--- src/rtl/cache_miss_ctrl.sv ---
`default_nettype none
// ============================================================================
// Module   : cache_miss_ctrl
// Brief    : Miss-handling sequencer for a 2-way write-back data cache.
//            Latches a CPU access, strobes the tag lookup, stalls on a miss,
//            writes back a dirty victim, refills the line and replays the
//            lookup. Keeps saturating hit/miss/write-back counters.
// Revision : 1.0 - initial release
// ============================================================================
module cache_miss_ctrl #(
    parameter int DATA_WIDTH = 32,
    parameter int CNT_WIDTH  = 16
) (
    input  logic                  CLK,
    input  logic                  RST,
    input  logic                  MemRead,
    input  logic                  MemWrite,
    input  logic [DATA_WIDTH-1:0] A,
    input  logic                  Hit,
    input  logic                  VictimDirty,
    input  logic [DATA_WIDTH-1:0] VictimAddr,
    input  logic                  MemReady,
    output logic                  Stall,
    output logic                  CacheRdEn,
    output logic                  CacheWrEn,
    output logic                  CacheFill,
    output logic                  MemReqRead,
    output logic                  MemReqWrite,
    output logic [DATA_WIDTH-1:0] MemAddr,
    output logic [CNT_WIDTH-1:0]  HitCount,
    output logic [CNT_WIDTH-1:0]  MissCount,
    output logic [CNT_WIDTH-1:0]  WbCount
);

    typedef enum logic [2:0] {
        S_IDLE      = 3'd0,
        S_COMPARE   = 3'd1,
        S_WRITEBACK = 3'd2,
        S_REFILL    = 3'd3,
        S_UPDATE    = 3'd4
    } state_t;

    state_t state;
    state_t next_state;

    // Only word addresses are kept; the byte-offset bits never reach memory.
    logic [DATA_WIDTH-3:0] req_word;
    logic                  req_op;      // 1 = store
    logic [DATA_WIDTH-3:0] vic_word;
    logic                  replay;

    logic unused_addr_bits;
    assign unused_addr_bits = ^{A[1:0], VictimAddr[1:0]};

    logic req_valid;
    assign req_valid = MemRead | MemWrite;

    // State register; reset abandons any in-flight miss sequence.
    always_ff @(posedge CLK or posedge RST) begin
        if (RST) begin
            state <= S_IDLE;
        end else begin
            state <= next_state;
        end
    end

    // Next-state and output decode; outputs are forced low while reset is held.
    always_comb begin
        next_state  = state;
        Stall       = 1'b0;
        CacheRdEn   = 1'b0;
        CacheWrEn   = 1'b0;
        CacheFill   = 1'b0;
        MemReqRead  = 1'b0;
        MemReqWrite = 1'b0;
        MemAddr     = '0;
        case (state)
            S_IDLE: begin
                if (req_valid) begin
                    Stall      = 1'b1;
                    next_state = S_COMPARE;
                end
            end
            S_COMPARE: begin
                CacheRdEn = 1'b1;
                if (Hit) begin
                    CacheWrEn  = req_op;
                    next_state = S_IDLE;
                end else begin
                    Stall      = 1'b1;
                    next_state = VictimDirty ? S_WRITEBACK : S_REFILL;
                end
            end
            S_WRITEBACK: begin
                Stall       = 1'b1;
                MemReqWrite = 1'b1;
                MemAddr     = {vic_word, 2'b00};
                if (MemReady) begin
                    next_state = S_REFILL;
                end
            end
            S_REFILL: begin
                Stall      = 1'b1;
                MemReqRead = 1'b1;
                MemAddr    = {req_word, 2'b00};
                if (MemReady) begin
                    next_state = S_UPDATE;
                end
            end
            S_UPDATE: begin
                Stall      = 1'b1;
                CacheFill  = 1'b1;
                next_state = S_COMPARE;
            end
            default: begin
                next_state = S_IDLE;
            end
        endcase
        if (RST) begin
            Stall       = 1'b0;
            CacheRdEn   = 1'b0;
            CacheWrEn   = 1'b0;
            CacheFill   = 1'b0;
            MemReqRead  = 1'b0;
            MemReqWrite = 1'b0;
            MemAddr     = '0;
        end
    end

    // Request/victim latches and the replay flag that marks the second lookup.
    always_ff @(posedge CLK or posedge RST) begin
        if (RST) begin
            req_word <= '0;
            req_op   <= 1'b0;
            vic_word <= '0;
            replay   <= 1'b0;
        end else begin
            if (state == S_IDLE && req_valid) begin
                req_word <= A[DATA_WIDTH-1:2];
                req_op   <= MemWrite;
            end
            if (state == S_COMPARE && !Hit && VictimDirty) begin
                vic_word <= VictimAddr[DATA_WIDTH-1:2];
            end
            if (state == S_UPDATE) begin
                replay <= 1'b1;
            end else if (state == S_COMPARE && Hit) begin
                replay <= 1'b0;
            end
        end
    end

    // Saturating performance counters; replayed hits are not first-lookup hits.
    always_ff @(posedge CLK or posedge RST) begin
        if (RST) begin
            HitCount  <= '0;
            MissCount <= '0;
            WbCount   <= '0;
        end else begin
            if (state == S_COMPARE && Hit && !replay && HitCount != '1) begin
                HitCount <= HitCount + 1'b1;
            end
            if (state == S_COMPARE && !Hit && MissCount != '1) begin
                MissCount <= MissCount + 1'b1;
            end
            if (state == S_WRITEBACK && MemReady && WbCount != '1) begin
                WbCount <= WbCount + 1'b1;
            end
        end
    end

endmodule
`default_nettype wire

--- config.mk ---
export PLATFORM = sky130hd
export DESIGN_NAME = cache_miss_ctrl
export DESIGN_NICKNAME = d
export VERILOG_FILES = /design/src/rtl/cache_miss_ctrl.sv
export SDC_FILE = /design/constraint.sdc
export NUM_CORES = 1
export LEC_CHECK = 0
export CORE_MARGIN = 10
export CORE_UTILIZATION = 43
export CTS_CLUSTER_DIAMETER = 50
export DETAILED_ROUTE_END_ITERATION = 6
export PLACE_DENSITY = 0.77
export RECOVER_POWER = 50
export SLEW_MARGIN = 20
export SYNTH_ARGS = -nofsm -noshare
export SYNTH_HDL_FRONTEND = slang
export SYNTH_SLANG_ARGS = --single-unit
--- constraint.sdc ---
create_clock -name CLK -period 4.8 [get_ports CLK]
set_input_delay 0.96 -clock CLK [delete_from_list [all_inputs] [get_ports CLK]]
set_output_delay 0.96 -clock CLK [all_outputs]
set_load 0.005 [all_outputs]
==> Word-level counts from Yosys, hierarchy flattened <==
Index checks and enable logic that the tools add are counted.
W data, S select, Z words.
{ "totals": {"reg_bits": 113, "latch_bits": 0, "ramBits": 0, "romBits": 0, "in_bits": 71, "output_inout_bits": 86, "elab_cells": 62, "mem_count": 0} }
{ "classes": {"addsub": 3, "multipliers": 0, "n_div": 0, "magnitude_cmp": 0, "eq_ne": 10, "shift": 0, "n_mux": 25, "n_bitwise": 1, "n_reduce_logical": 15} }
{ "op_table": {"columns": ["operator", "count"], "rows": [
  ["$pmux W32 S2", 1],
  ["$add A16 B1 Y16 const B", 3],
  ["$ne A16 B16 Y1 const B", 3],
  ["$mux W32", 1],
  ["$mux W1", 17],
  ["$pmux W3 S5", 1],
  ["$logic_and A1 B1 Y1", 9],
  ["$mux W3", 3],
  ["$eq A3 B2 Y1 const B", 2],
  ["$ne A2 B2 Y1 const B", 3],
  ["$eq A3 B1 Y1 const B", 1],
  ["$eq A3 B3 Y1 const B", 1],
  ["$logic_not A3 Y1", 1],
  ["$pmux W1 S3", 1],
  ["$reduce_and A3 Y1", 1],
  ["$reduce_or A3 Y1", 1],
  ["$logic_not A1 Y1", 2],
  ["$mux W2", 1],
  ["$reduce_bool A2 Y1", 1],
  ["$or A1 B1 Y1", 1]
]} }

==> Depth between registers and ports, before layout <==
Gate-level depths: netlist of run 1.
{ "depth": {"depth_word": 4, "ltp_mapped": 7, "ltp_nobuf": 6} }

==> Least setup slack after synthesis of run 1 <==
Ideal clock, no wire load.
{ "synth_timing": {"kind": "input to output", "from": "in RST", "to": "out CacheFill", "t_arrival_ps": 3731, "t_required_ps": 3840, "slack_ps": 109, "stages": 2, "path_buffers": 0, "path_cell_list": "inv_1 and3_1"} }
{ "synth_between": {"elab_chain_cells": 1} }
{ "synth_lines": {"columns": ["element", "line", "rtl"], "rows": [
  ["start: declaration", "15", "input logic RST,"],
  ["$mux W1", "119", "if (RST) begin"],
  ["end: declaration", "26", "output logic CacheFill,"]
]} }
Every way passes these cells.

==> Worst setup path in the final report of run 1 <==
{ "layout_timing": {"from": "in RST", "to": "out MemAddr[7]"} }
{ "layout_between": {"elab_chain_cells": 1} }
{ "layout_lines": {"columns": ["element", "line", "rtl"], "rows": [
  ["$mux W32", "119", null],
  ["end: declaration", "29", "output logic [DATA_WIDTH-1:0] MemAddr,"]
]} }
Every way passes these cells.

==> out/results.ini, run 1 <==
[sta]
relSlewSlack_pct=-22.9
fmax_ghz=0.260
setup_ws_ns=0.952
slew_violations=95
finalHoldViolations=0
setup_tns_ns=0
rsz0062_at_grt=false
worstMarginPinSlew_ns=1.84
fin_crit_sh_pct=80.2
fin_crit_ns=3.85
setup_violations=0
finClkSkew_ns=0.00643

[floorplanning]
fp.dieH_um=131
die_area_mm2=0.0171
fp-row-count=40
die_w_um=131
ios=157
initial_core_util_pct=44.1
coreArea_mm2=0.0120

[yosys]
yosys.area_share.adder_pct=0.709
synth_area_mm2=0.00529
async_reset_ff_share_pct=100
synth_enable_flop_cells=0
synth_compound_area_share_pct=3.05
synth_cells=455
yosys_register_bits=113
synth_cell_type_count=46
syn_avg_cell_area_um2=11.6
synth_top_family_by_area=multiplexers
synth-xor-area-share_pct=6.62
yosys.area_share.simple_pct=14.7
muxShareOfSynthArea_pct=18.9
yosysSeqAreaShare_pct=53.4
yosysWarnings=0
synthFlopType=dfrtp_1

[routing]
drt_iter0_drc=167
wl_per_cell_um=17.9
wl_met3_um=1590
vias_per_cell=5.23
wl_met2_um=6660
ant_nets=0
vias=4013
drcViolationCount=0
totalWireLength_um=13700
highest_layer=met5
dr.pass1.iters=5
wl_met1_um=5280

[setup_path]
worstPathArrival_ns=2.89
end_kind=primary output
required_ns=3.84
critPathLaunch=RST
r2r_cells=5
critPathMaxFanout=32
rr_startpoint=state[0]$_DFFE_PP0P_
start_kind=input pin
critPathKind=in -> out

[clocking]
path_clk_slew_ns=0.05
clock_path_buffers=2
ctsResizeCount=0
clock_sinks=113
postCtsHoldBufs=0
cts_tree=built
cts_buffers=17
htreeDepth=4
cts_root_buf=clkbuf_16
clk-insertion-delay-late_ns=0.41
post_cts_buffers=0

[placement]
place_hpwl_um=9840
dp_slack_ns=1.03
place.port_buffers=150
gp_congestion=0.817
placed_cell_area_mm2=0.00693
dp.cells=738

[final_layout]
nets=684
syn_to_final_growth_pct=40.5
stdcell_count=767
fin_area_mm2=0.00743
layout-drive-gt1-share_pct=15.6
n_antenna_cell=0

[global_route]
grt_util_all_layers_pct=16.9
antenna_found_initial=1
overflow=0
grt_max_degree=64
first_global_vias=4345
grt_pass1_wl_um=22200

[pwr]
powerDensity_mw_per_mm2=540
p_int_mw=2.83
power_frac_comb_pct=32.6
power_leakage_nw=3.25
ir_worst_vdd_mv=0.343
power_switching_mw=1.18
pwr-share-clk_pct=29.2
p_seq_share_pct=38.2
swShare_pct=29.5

[worst_hold_path]
hold_depth=1
hp-class=reg -> reg
hp-start=state[0]$_DFFE_PP0P_

[run_status]
status=finished with violations
violations=max-capacitance violations, max-slew violations

[flow_run]
max_cap_violations=2

[synth_stat cells, drive strengths merged, types with 2 or more instances]
| cell | instances | area share [%] |
|---|---|---|
| clkbuf | 11 | 0.80 |
| or4 | 2 | 0.28 |
| dfrtp | 113 | 53 |
| xor2 | 19 | 3.1 |
| mux2i | 30 | 5.7 |
| ha | 3 | 0.71 |
| o211ai | 2 | 0.28 |
| nand4 | 16 | 1.9 |
| o31ai | 2 | 0.28 |
| nor4b | 2 | 0.45 |
| o21a | 5 | 0.71 |
| or3 | 3 | 0.35 |
| and3 | 9 | 1.1 |
| a31oi | 2 | 0.35 |
| inv | 9 | 0.64 |
| nor2 | 61 | 4.4 |
| buf | 10 | 1.1 |
| and4 | 4 | 0.66 |
| nand2 | 21 | 1.5 |
| mux2 | 62 | 13 |
| xnor2 | 21 | 3.5 |
| nand2b | 2 | 0.24 |
| nor3 | 6 | 0.87 |
| nand3 | 21 | 2.1 |
| a21oi | 7 | 0.66 |
| nor3b | 2 | 0.28 |
[sequential cells by signal, indices dropped and copies added, names as in the netlist]
| signal | count |
|---|---|
| req_op | 1 |
| WbCount | 16 |
| state | 3 |
| replay | 1 |
| vic_word | 30 |
| MissCount | 16 |
| HitCount | 16 |
| req_word | 30 |
[critical path, stage by stage]
cell and delay (ns):
dlygate4sd3_1 0.61, or3_1 0.32, buf_4 0.25, nor2_1 0.15
clkdlybuf4s50_1 0.57
[power groups by stage]
stage          combinational, mW  clock, mW  sequential (mW)
2_1_floorplan              0.869          0             1.47
3_3_place_gp                1.31          0             1.52
3_5_place_dp                1.34          0             1.55
4_1_cts                     1.35       1.20             1.54
5_1_grt                     1.44       1.24             1.58
6_report                    1.31       1.17             1.53
[worst paths after layout]
kind	endpoint	slack (ns)
max reg2reg	req_word[4]$_DFFE_PP0P_	1.62
max in group asynchronous	vic_word[17]$_DFFE_PP0P_	1.70
min reg2reg	replay$_DFFE_PP0P_	0.46
min in group asynchronous	req_op$_DFFE_PP0P_	1.69
max	MemAddr[7]	0.95
min	replay$_DFFE_PP0P_	0.46
[cells by family (layout without fill, tap and decap cells)]
group | Yosys count | in the layout
compound gates | 23 | 23
fa+ha+maj | 3 | 3
other cells | 1 | 2
buf+inv | 30 | 194
xor+xnor | 40 | 40
flops | 113 | 113
mux | 92 | 92
simple gates | 153 | 153
[cells in the final DEF (no fill, tap or decap), types with 2 or more instances in the layout]
master | synthesis | routed
clkbuf_16 | 0 | 17
nor3_1 | 4 | 5
mux2_2 | 62 | 61
a31oi_1 | 1 | 2
mux2i_1 | 30 | 30
buf_4 | 2 | 4
nand3_1 | 20 | 21
clkbuf_1 | 10 | 5
nand2_1 | 21 | 21
o211ai_1 | 2 | 2
xor2_1 | 19 | 19
dlygate4sd3_1 | 0 | 25
nor4b_1 | 1 | 2
dfrtp_1 | 113 | 112
xnor2_1 | 21 | 21
or4_1 | 2 | 2
nand2b_1 | 2 | 2
and3_1 | 9 | 9
nor3b_1 | 2 | 2
and4_1 | 4 | 4
a21oi_1 | 7 | 7
bufinv_16 | 0 | 2
conb_1 | 1 | 2
o21a_1 | 5 | 5
nor2_1 | 60 | 60
or3_1 | 3 | 3
ha_1 | 3 | 3
clkinv_2 | 0 | 4
nand4_1 | 16 | 16
clkdlybuf4s50_1 | 0 | 125
inv_1 | 9 | 8
o31ai_1 | 2 | 2
[per-stage QoR]
stage	hold slack [ns]	util, %	power (mW)
2_1_floorplan	0.458	-	2.34
3_3_place_gp	0.438	57.7	2.83
3_5_place_dp	0.458	57.7	2.89
4_1_cts	0.463	62.2	4.08
5_1_grt	0.488	61.9	4.27
6_report	0.464	61.9	4.02
[metal layers]
layer  vias up  track usage (%)
met4         2             6.67
li1       1896                -
met1      1988             17.4
met2       109             27.6
met5         -                0
met3        18             9.87
[area by class of cell]
class	count	area [µm²]
Clock buffer	22	454
Fill cell	1015	4580
Inverter	9	35.0
Multi-Input combinational cell	313	2300
Clock inverter	7	87.6
Timing Repair Buffer	156	1540
Sequential cell	113	2830
Tap cell	147	184
Note: power is estimated with default switching activity, not from simulation.
==> inputs of run 2 (changes only) <==
clock period = 3.5 ns   (was 4.8 ns; I/O delays follow)
==> out/results.ini, run 2 (synthesis gave the netlist of run 1 again) <==
[clocking]
path_clk_slew_ns=0.05  ; about the same
postCtsHoldBufs=0  ; unchanged
cts_root_buf=clkbuf_16
clock_sinks=113  ; unchanged
cts_tree=built
htreeDepth=4  ; unchanged
post_cts_buffers=0  ; unchanged
clock_path_buffers=2  ; unchanged
cts_buffers=17  ; unchanged
clk-insertion-delay-late_ns=0.41  ; about the same
ctsResizeCount=0  ; unchanged

[floorplanning]
fp.dieH_um=131  ; unchanged
ios=157  ; unchanged
coreArea_mm2=0.0120  ; unchanged
initial_core_util_pct=44.1  ; unchanged
die_w_um=131  ; unchanged
die_area_mm2=0.0171  ; unchanged
fp-row-count=40  ; unchanged

[routing]
drcViolationCount=0  ; unchanged
dr.pass1.iters=4  ; -1
wl_per_cell_um=17.9  ; +0.19%
drt_iter0_drc=210  ; +26%
ant_nets=0  ; unchanged
totalWireLength_um=13800  ; +0.71%
vias=4049  ; +0.90%
vias_per_cell=5.25  ; +0.37%

[global_route]
overflow=0  ; unchanged
antenna_found_initial=0  ; -1
grt_pass1_wl_um=22000  ; -0.93%
first_global_vias=4375  ; +0.69%
grt_util_all_layers_pct=16.6  ; -0.31 points
grt_max_degree=67  ; +4.7%

[setup_path]
start_kind=input pin
critPathKind=in -> out
worstPathArrival_ns=2.56  ; -0.33 ns
end_kind=primary output
critPathLaunch=RST
required_ns=2.80  ; -1.04 ns
critPathMaxFanout=32  ; unchanged
rr_startpoint=state[2]$_DFFE_PP0P_

[sta]
setup_tns_ns=0  ; unchanged
fin_crit_ns=3.26
relSlewSlack_pct=19.1  ; +42 points
fin_crit_sh_pct=93.2
setup_violations=0  ; unchanged
fmax_ghz=0.307
setup_ws_ns=0.239  ; -0.714 ns
finalHoldViolations=0  ; unchanged
worstMarginPinSlew_ns=1.21  ; -0.630 ns
finClkSkew_ns=0.00719  ; +0.000754 ns
slew_violations=0  ; -100%
rsz0062_at_grt=false

[pwr]
p_seq_share_pct=37.1  ; -1.1 points
swShare_pct=29.6  ; +0.12 points
powerDensity_mw_per_mm2=755  ; +40%
power_frac_comb_pct=31.8  ; -0.8 points
ir_worst_vdd_mv=0.435  ; +27%
power_leakage_nw=3.35  ; +3.1%
p_int_mw=3.99  ; +41%
power_switching_mw=1.67  ; +42%
pwr-share-clk_pct=31.2  ; +2.0 points

[worst_hold_path]
hp-start=HitCount[15]$_DFFE_PP0P_
hp-class=reg -> reg

[flow_run]
max_cap_violations=0  ; -2

[placement]
dp_slack_ns=0.261  ; -0.768 ns
place.port_buffers=150  ; unchanged
gp_congestion=0.812  ; -0.56%
place_hpwl_um=9950  ; +1.1%

[final_layout]
n_antenna_cell=0  ; unchanged
layout-drive-gt1-share_pct=16.3  ; +0.70 points
layout_common_cells=dfrtp_1, clkdlybuf4s50_1, mux2_2
syn_to_final_growth_pct=41.8
final_common_cell=dfrtp_1
top_regs=req_word (30), vic_word (30)
nets=685  ; +0.15%

[run_status]
status=finished, final reports clean

==> run 2: changes by cell type in the layout (fill, tap and decap cells not counted), moves of 2 or more <==
| cell | change |
|---|---|
| clkbuf_1 | -3 |
| clkbuf_8 | +2 |
| clkdlybuf4s50_1 | -25 |
| clkinvlp_4 | +3 |
| dlygate4sd3_1 | +25 |
==> run 2: layout make-up <==
cell class              instances  area, µm²
clock buffers                  22        474
clock inverters                10        133
fillers                       957       4510
inverters                       9       37.5
multi-input cells             313       2300
flip-flops and latches        113       2830
well taps                     147        184
repair buffers                157       1550
==> run 2: critical path: stages <==
cell and delay (ns):
clkdlybuf4s50_1 0.51, or3_1 0.35, buf_4 0.26, nor2_1 0.15
clkdlybuf4s50_1 0.57
==> run 2: worst paths after layout <==
path                                       endpoint  slack [ns]  cells after the start
hold / removal             HitCount[15]$_DFFE_PP0P_        0.50                      1
max in group asynchronous   HitCount[0]$_DFFE_PP0P_        0.83                      4
hold reg to reg            HitCount[15]$_DFFE_PP0P_        0.50                      1
min in group asynchronous      state[2]$_DFFE_PP0P_        1.16                      3
setup reg to reg           vic_word[10]$_DFFE_PP0P_        0.98                      4
setup / recovery                         MemAddr[5]        0.24                      5
==> run 2: power groups by stage <==
stage               Combinational [mW]  Sequential (mW)  Clock [mW]
floorplan                         1.19             2.01           0
global placement                  1.82             2.09           0
detailed placement                1.86             2.13           0
CTS                               1.88             2.11        1.80
global route                      1.98             2.16        1.86
finish                            1.80             2.10        1.76
==> run 2: stage by stage <==
| step | cells | hold slack, ns | cell area (µm²) | power (mW) | util (%) |
|---|---|---|---|---|---|
| global placement | 739 | 0.485 | 6940 | 3.90 | 57.8 |
| detailed placement | 739 | 0.484 | 6940 | 3.99 | 57.8 |
| CTS | 771 | 0.495 | 7540 | 5.79 | 62.8 |
| floorplan | 456 | 0.458 | 5300 | 3.21 | - |
| global route | 771 | 0.499 | 7500 | 6.00 | 62.5 |
| finish | 771 | 0.497 | 7500 | 5.66 | 62.5 |
==> run 2: per-layer routing <==
layer,global-route usage [%],part of all wire [%],up-vias
li1,-,-,1898
met1,17.7,40,1986
met2,26.4,47,144
met3,9.55,12,21
met4,6.67,1.6,0
met5,0,0,-
